**src/rtl/vga_timing_gen_if.sv**
```systemverilog
// Raster control inputs and timed pixel outputs of the VGA timing generator.
interface vga_timing_gen_if #(
    parameter int unsigned CW = 11,
    parameter int unsigned CB = 1
);
    logic          en;
    logic [1:0]    mode;
    logic          hsync_out;
    logic          vsync_out;
    logic          blank_out;
    logic [CB-1:0] red_out;
    logic [CB-1:0] green_out;
    logic [CB-1:0] blue_out;
    logic [CW-1:0] hpos_out;
    logic [CW-1:0] vpos_out;
    logic          line_start;
    logic          frame_start;

    // Generator side
    modport master (
        input  en, mode,
        output hsync_out, vsync_out, blank_out, red_out, green_out, blue_out,
               hpos_out, vpos_out, line_start, frame_start
    );

    // Consumer side (pins, DAC, future framebuffer readout)
    modport slave (
        output en, mode,
        input  hsync_out, vsync_out, blank_out, red_out, green_out, blue_out,
               hpos_out, vpos_out, line_start, frame_start
    );
endinterface

```
**src/rtl/vga_timing_gen.sv**
```systemverilog
// Parametrised VGA raster timing and test-pattern generator. Single clock domain:
// vcnt steps on the horizontal wrap; every output is registered one cycle behind hcnt/vcnt.
module vga_timing_gen #(
    parameter int unsigned H_ACTIVE      = 800,
    parameter int unsigned H_FP          = 56,
    parameter int unsigned H_SYNC        = 120,
    parameter int unsigned H_BP          = 64,
    parameter int unsigned V_ACTIVE      = 600,
    parameter int unsigned V_FP          = 37,
    parameter int unsigned V_SYNC        = 6,
    parameter int unsigned V_BP          = 23,
    parameter int unsigned HS_ACTIVE_LOW = 1,
    parameter int unsigned VS_ACTIVE_LOW = 1,
    parameter int unsigned CW            = 11,
    parameter int unsigned CB            = 1,
    parameter int unsigned CK_SHIFT      = 5,
    parameter int unsigned RAMP_SHIFT    = 4
) (
    input logic              clk50,
    input logic              rst_n,
    vga_timing_gen_if.master vga
);
    localparam int unsigned H_TOTAL  = H_ACTIVE + H_FP + H_SYNC + H_BP;
    localparam int unsigned V_TOTAL  = V_ACTIVE + V_FP + V_SYNC + V_BP;
    localparam int unsigned HS_START = H_ACTIVE + H_FP;
    localparam int unsigned HS_END   = HS_START + H_SYNC;
    localparam int unsigned VS_START = V_ACTIVE + V_FP;
    localparam int unsigned VS_END   = VS_START + V_SYNC;
    localparam bit          HS_IDLE  = (HS_ACTIVE_LOW != 0);
    localparam bit          VS_IDLE  = (VS_ACTIVE_LOW != 0);

    logic [CW-1:0] hcnt, vcnt;
    logic [1:0]    mode_r;
    logic [1:0]    mode_cur;
    logic          h_last, v_last, first_px;
    logic          hs_lvl, vs_lvl, blank;
    logic          bar_r, bar_g, bar_b, ck;
    logic [CB-1:0] pix_r, pix_g, pix_b;

    // Raster position decode and sync/blank levels for the current counter values
    always_comb begin
        h_last   = (hcnt == CW'(H_TOTAL - 1));
        v_last   = (vcnt == CW'(V_TOTAL - 1));
        first_px = (hcnt == '0) && (vcnt == '0);
        // A newly captured mode already governs pixel (0,0) of the frame
        mode_cur = (vga.en && first_px) ? vga.mode : mode_r;
        hs_lvl   = ((hcnt >= CW'(HS_START)) && (hcnt < CW'(HS_END))) ^ HS_IDLE;
        vs_lvl   = ((vcnt >= CW'(VS_START)) && (vcnt < CW'(VS_END))) ^ VS_IDLE;
        blank    = (hcnt >= CW'(H_ACTIVE)) || (vcnt >= CW'(V_ACTIVE));
    end

    // Test-pattern colour, forced to black outside the active area
    always_comb begin
        bar_r = ((hcnt >> 8) & CW'(1)) != '0;
        bar_g = ((hcnt >> 7) & CW'(1)) != '0;
        bar_b = ((hcnt >> 6) & CW'(1)) != '0;
        ck    = (((hcnt ^ vcnt) >> CK_SHIFT) & CW'(1)) != '0;
        pix_r = '0;
        pix_g = '0;
        pix_b = '0;
        unique case (mode_cur)
            2'd0: ;
            2'd1: begin
                pix_r = {CB{bar_r}};
                pix_g = {CB{bar_g}};
                pix_b = {CB{bar_b}};
            end
            2'd2: begin
                pix_r = {CB{ck}};
                pix_g = {CB{ck}};
                pix_b = {CB{ck}};
            end
            2'd3: begin
                pix_r = CB'(hcnt >> RAMP_SHIFT);
                pix_g = CB'(hcnt >> RAMP_SHIFT);
                pix_b = CB'(hcnt >> RAMP_SHIFT);
            end
            default: ;
        endcase
        if (blank) begin
            pix_r = '0;
            pix_g = '0;
            pix_b = '0;
        end
    end

    // Raster counters and frame-aligned mode capture
    always_ff @(posedge clk50 or negedge rst_n) begin
        if (!rst_n) begin
            hcnt   <= '0;
            vcnt   <= '0;
            mode_r <= 2'd0;
        end else if (vga.en) begin
            if (first_px) begin
                mode_r <= vga.mode;
            end
            if (h_last) begin
                hcnt <= '0;
                vcnt <= v_last ? '0 : vcnt + CW'(1);
            end else begin
                hcnt <= hcnt + CW'(1);
            end
        end
    end

    // Output registers: hold on en=0, strobes only on enabled cycles
    always_ff @(posedge clk50 or negedge rst_n) begin
        if (!rst_n) begin
            vga.hsync_out   <= HS_IDLE;
            vga.vsync_out   <= VS_IDLE;
            vga.blank_out   <= 1'b1;
            vga.red_out     <= '0;
            vga.green_out   <= '0;
            vga.blue_out    <= '0;
            vga.hpos_out    <= '0;
            vga.vpos_out    <= '0;
            vga.line_start  <= 1'b0;
            vga.frame_start <= 1'b0;
        end else begin
            vga.line_start  <= vga.en && (hcnt == '0);
            vga.frame_start <= vga.en && first_px;
            if (vga.en) begin
                vga.hsync_out <= hs_lvl;
                vga.vsync_out <= vs_lvl;
                vga.blank_out <= blank;
                vga.red_out   <= pix_r;
                vga.green_out <= pix_g;
                vga.blue_out  <= pix_b;
                vga.hpos_out  <= hcnt;
                vga.vpos_out  <= vcnt;
            end
        end
    end
endmodule

```
**src/flat_wrapper.sv**
```systemverilog
// flat-port wrapper written by rule: the top's interface ports become plain ports
module vga_timing_gen_flat 
#(
    parameter int unsigned H_ACTIVE      = 800,
    parameter int unsigned H_FP          = 56,
    parameter int unsigned H_SYNC        = 120,
    parameter int unsigned H_BP          = 64,
    parameter int unsigned V_ACTIVE      = 600,
    parameter int unsigned V_FP          = 37,
    parameter int unsigned V_SYNC        = 6,
    parameter int unsigned V_BP          = 23,
    parameter int unsigned HS_ACTIVE_LOW = 1,
    parameter int unsigned VS_ACTIVE_LOW = 1,
    parameter int unsigned CW            = 11,
    parameter int unsigned CB            = 1,
    parameter int unsigned CK_SHIFT      = 5,
    parameter int unsigned RAMP_SHIFT    = 4
)
  (clk50, rst_n, vga_en, vga_mode, vga_hsync_out, vga_vsync_out, vga_blank_out, vga_red_out, vga_green_out, vga_blue_out, vga_hpos_out, vga_vpos_out, vga_line_start, vga_frame_start);
  vga_timing_gen_if #(.CW(CW), .CB(CB)) vga_i ();
  input logic clk50;
  input logic rst_n;
  input wire logic [$bits(vga_i.en)-1:0] vga_en;
  input wire logic [$bits(vga_i.mode)-1:0] vga_mode;
  output wire logic [$bits(vga_i.hsync_out)-1:0] vga_hsync_out;
  output wire logic [$bits(vga_i.vsync_out)-1:0] vga_vsync_out;
  output wire logic [$bits(vga_i.blank_out)-1:0] vga_blank_out;
  output wire logic [$bits(vga_i.red_out)-1:0] vga_red_out;
  output wire logic [$bits(vga_i.green_out)-1:0] vga_green_out;
  output wire logic [$bits(vga_i.blue_out)-1:0] vga_blue_out;
  output wire logic [$bits(vga_i.hpos_out)-1:0] vga_hpos_out;
  output wire logic [$bits(vga_i.vpos_out)-1:0] vga_vpos_out;
  output wire logic [$bits(vga_i.line_start)-1:0] vga_line_start;
  output wire logic [$bits(vga_i.frame_start)-1:0] vga_frame_start;
  assign vga_i.en = vga_en;
  assign vga_i.mode = vga_mode;
  assign vga_hsync_out = vga_i.hsync_out;
  assign vga_vsync_out = vga_i.vsync_out;
  assign vga_blank_out = vga_i.blank_out;
  assign vga_red_out = vga_i.red_out;
  assign vga_green_out = vga_i.green_out;
  assign vga_blue_out = vga_i.blue_out;
  assign vga_hpos_out = vga_i.hpos_out;
  assign vga_vpos_out = vga_i.vpos_out;
  assign vga_line_start = vga_i.line_start;
  assign vga_frame_start = vga_i.frame_start;
  vga_timing_gen #(.H_ACTIVE(H_ACTIVE), .H_FP(H_FP), .H_SYNC(H_SYNC), .H_BP(H_BP), .V_ACTIVE(V_ACTIVE), .V_FP(V_FP), .V_SYNC(V_SYNC), .V_BP(V_BP), .HS_ACTIVE_LOW(HS_ACTIVE_LOW), .VS_ACTIVE_LOW(VS_ACTIVE_LOW), .CW(CW), .CB(CB), .CK_SHIFT(CK_SHIFT), .RAMP_SHIFT(RAMP_SHIFT)) u_core (.clk50(clk50), .rst_n(rst_n), .vga(vga_i));
endmodule
```
**config.mk**
```make
export PLATFORM = sky130hd
export DESIGN_NAME = vga_timing_gen_flat
export DESIGN_NICKNAME = d
export VERILOG_FILES = /design/src/rtl/vga_timing_gen_if.sv /design/src/rtl/vga_timing_gen.sv /design/src/flat_wrapper.sv
export SDC_FILE = /design/constraint.sdc
export NUM_CORES = 1
export LEC_CHECK = 0
export ABC_AREA = 1
export CELL_PAD_IN_SITES_DETAIL_PLACEMENT = 0
export CELL_PAD_IN_SITES_GLOBAL_PLACEMENT = 1
export CORE_AREA = 2 2 138 73
export DETAILED_ROUTE_END_ITERATION = 10
export DIE_AREA = 0 0 140 75
export HOLD_SLACK_MARGIN = 0.08
export PLACE_DENSITY_LB_ADDON = 0.1
export SETUP_SLACK_MARGIN = 0.15
export SLEW_MARGIN = 20
export SYNTH_ARGS = -nofsm -noshare
export SYNTH_HDL_FRONTEND = slang
export SYNTH_SLANG_ARGS = --single-unit
```
**constraint.sdc**
```tcl
create_clock -name clk50 -period 5.3 [get_ports clk50]
set_clock_uncertainty 0.2 [all_clocks]
set_input_delay 1.06 -clock clk50 [delete_from_list [all_inputs] [get_ports clk50]]
set_output_delay 1.06 -clock clk50 [all_outputs]
set_load 0.02 [all_outputs]
```
==> results by group <==
Finish
  – Nets: 363
  – Syn-to-layout area delta: 22.9%
  – Filler cells: 944
  – Multi-input gate area: 0.00114 mm^2
  – Storage element area: 0.00136 mm^2
  – Final instance area: 0.00332 mm^2
  – Util after Layout: 0.360
  – Ant diodes: 0
  – Share of cells above drive strength 1: 0.121

Setup path
  – Worst r2r path cells: 7
  – CP Launch Type: primary input
  – R2R setup slack: 3.08 ns
  – Reg2reg start: u_core.vcnt[1]
  – Arr. time, crit path: 3.16 ns
  – Critical path type: primary input to register
  – CP Max Fanout: 19
  – CP Data Required Time: 5.29 ns
  – Reg2reg end: u_core.vcnt[4]
  – Worst setup EP type: register

Synthesis
  – Synth Area in Adders: 0.0231
  – Xor and xnor area share after synthesis: 0.0356
  – Register area share after synthesis: 0.501
  – Top post-synthesis cells by area: dfrtp_1 47%, nand2_1 11%, o21ai_0 5.6%, inv_1 5.0%, nand3_1 3.7%
  – Simple-gate share of the synthesized area: 0.275
  – Yosys warnings: 0
  – Synth Area in Compound Gates: 0.0870
  – Post-synth top area share: 0.472
  – #FFs+latches synth: 54
  – Gate Count Post-Synth: 316
  – Mapped Nets: 326
  – Mux contribution to synthesized area: 0
  – Synthesized cell area: 0.00271 mm^2
  – Distinct cells, synth: 34
  – Syn Area/Cell: 8.56 um^2
  – Largest family of logic cells by synthesized area: simple AND/OR/NAND/NOR gates
  – Area leader, netlist: dfrtp_1

Run status
  – Failing checks: DRC
  – Status: finished with violations

Min path
  – Hold path depth: 2
  – Hold endpoint: u_core.vga.hpos_out[4]
  – Hold Startpoint: u_core.vga.hpos_out[4]
  – Min-Delay Path Class: register to register

Detailed routing
  – Final ANT Viol Nets: 0
  – DRC: 1
  – Vias per cell: 4.46
  – DR iter-0 viols: 143
  – WL final: 7110 um
  – Drt first pass iters: 7
  – Wire per inst: 15.0 um
  – Via Count: 2,119

Clock network
  – Skew-Pair Late Insertion Delay: 0.29 ns
  – CTS root buffer: clkbuf_16
  – H-tree Lvls: 2
  – Clk sinks: 54
  – Clock transition at path regs: 0.07 ns
  – TritonCTS clock tree: built
  – Hold-fix buffers, CTS: 0
  – Clock buffer depth: 2
  – CTS Buf Count: 5
  – Post-CTS sizing: 0
  – Post-CTS setup buffer count: 0

Floorplan
  – Row cnt: 25
  – Starting Density: 0.293
  – Core Area: 0.00923 mm^2
  – Die Width: 140 um
  – Die Area: 0.0105 mm^2
  – Chip Height: 75 um
  – Top Ports: 35

Pwr
  – Peak VDD IR: 0.207 mV
  – Comb power frac: 0.234
  – Sw power: 373 uW
  – Clock share of power: 0.300
  – Leakage: 1.60 nW
  – Int Pwr: 753 uW
  – Seq pwr share: 0.465
  – Cell Pwr Density: 339 mW/mm^2
  – Net Sw Frac: 0.331

Global route
  – Initial antenna violation count: 0
  – Vias in the first global route: 2,025
  – Largest net degree at the start of global routing: 55
  – GR Overflow Total: 0
  – Gr usage total: 0.150
  – First-pass GRT wire length: 11,700 um

STA
  – Fin crit share: 0.598
  – Final Hold Vio Count: 0
  – RSZ-0062 raised after global routing: false
  – Final Max Slew Viols: 0
  – Worst-margin pin slew: 0.818 ns
  – Setup TNS: 0 ns
  – Worst rel slew slack: 0.453
  – Final setup viols: 0
  – Min cycle time layout: 3.17 ns
  – Fin Hold WS: 0.281 ns
  – Fmax achieved: 315 MHz

Job
  – Max-cap violations: 0

Placement
  – Global placement routability congestion: 0.838
  – DP Wirelength: 5320 um
  – IO Port Bufs: 34
  – Cell Area, Placed: 0.00318 mm^2
[critical path: stages]
cell             delay (ns)
clkdlybuf4s50_1        1.00
nand2_1                0.22
nor4_1                 0.50
o21ai_0                0.15
a211oi_1               0.22
[synthesized netlist by cell type]
master    instances
inv_4             1
clkbuf_1          5
a41oi_1           1
nand3_1          20
dfrtp_1          51
ha_1              5
buf_6             1
nand2_1          77
inv_6             1
o21ai_1           1
a21oi_1           6
nand4_4           1
nor3_2            2
nor3_1            6
clkinv_2          2
nand2_2           5
inv_1            36
nor2_1           21
nor2_2            3
nand4_1           2
xor2_1           10
a211oi_1          1
o21ai_0          30
nor2_4            2
and3_1            1
xnor2_1           1
a31oi_1           4
dfstp_2           3
nand3_2           2
nand2_4           3
nor4_1            3
a32oi_1           1
inv_2             6
nor2_8            2
[power by group through the flow]
stage	Clock (mW)	Combinational, mW	Sequential (mW)
global route	0.371	0.296	0.533
floorplan	0	0.137	0.545
global placement	0	0.268	0.530
CTS	0.354	0.269	0.523
finish	0.338	0.264	0.524
detailed placement	0	0.267	0.529
[sequential cells by signal, summed over array words and instances (netlist names)]
signal                  count
u_core.hcnt                11
u_core.mode_r               2
u_core.vcnt                11
u_core.vga.blank_out        1
u_core.vga.blue_out         1
u_core.vga.frame_start      1
u_core.vga.green_out        1
u_core.vga.hpos_out        11
u_core.vga.hsync_out        1
u_core.vga.line_start       1
u_core.vga.red_out          1
u_core.vga.vpos_out        11
u_core.vga.vsync_out        1
[through the flow]
stage	setup slack (ns)	power, mW	instances
6_report	2.13	1.13	475
2_1_floorplan	3.02	0.682	316
3_5_place_dp	1.83	0.797	467
3_3_place_gp	1.85	0.797	467
4_1_cts	2.14	1.15	475
5_1_grt	1.89	1.20	475
[how the worst max path moves through the flow]
stage / start / endpoint / slack [ns] / cells past startpoint
after global routing: vga_en / u_core.hcnt[7] / 1.89 / 5
after CTS: vga_en / u_core.hcnt[4] / 2.14 / 6
after floorplan: vga_en / u_core.vga.blue_out / 3.02 / 12
after detailed placement: vga_en / u_core.hcnt[4] / 1.83 / 6
after global placement: vga_en / u_core.hcnt[4] / 1.85 / 6
final: vga_en / u_core.hcnt[7] / 2.13 / 5
[cells by family (layout without fill, tap and decap cells)]
logic type                 count (synthesis)  in the layout
AOI/OAI and AO/OA                         44             44
xor gates and xnor gates                  11             11
adders and majority gates                  5              5
buffers and inverters                     52             90
DFF                                       54             54
and+or+nand+nor                          150            150
[area by class of cell]
type	instances	share of cell area
timing repair buffer	36	0.105
clock inverter	1	0.00151
inverter	46	0.0549
clock buffer	7	0.0429
multi-input combinational	210	0.342
tap	121	0.0455
sequential	54	0.408
[placed cells by master (no fill, tap or decap), types with 3 or more instances in the layout]
cell type,Yosys,routed
inv_2,6,6
a21oi_1,6,6
nor2_2,3,3
nor3_1,6,6
a31oi_1,4,4
clkinv_2,2,3
dfrtp_1,51,51
nor2_1,21,21
nand2_2,5,5
inv_1,36,36
clkbuf_16,0,5
nor4_1,3,3
nand2_4,3,3
xor2_1,10,10
nand2_1,77,77
dfstp_2,3,3
ha_1,5,5
nand3_1,20,20
clkdlybuf4s50_1,0,33
o21ai_0,30,30
[metal layers]
metal | GRT usage | wire length, um | vias to the layer above | share of wire
met5 | 0 | 0 | - | 0
met4 | 0.0370 | 22 | 0 | 0.0031
met3 | 0.0388 | 320 | 2 | 0.045
met2 | 0.165 | 2300 | 49 | 0.32
met1 | 0.261 | 4470 | 977 | 0.63
li1 | - | - | 1091 | -
(Power assumes the default switching activity.)
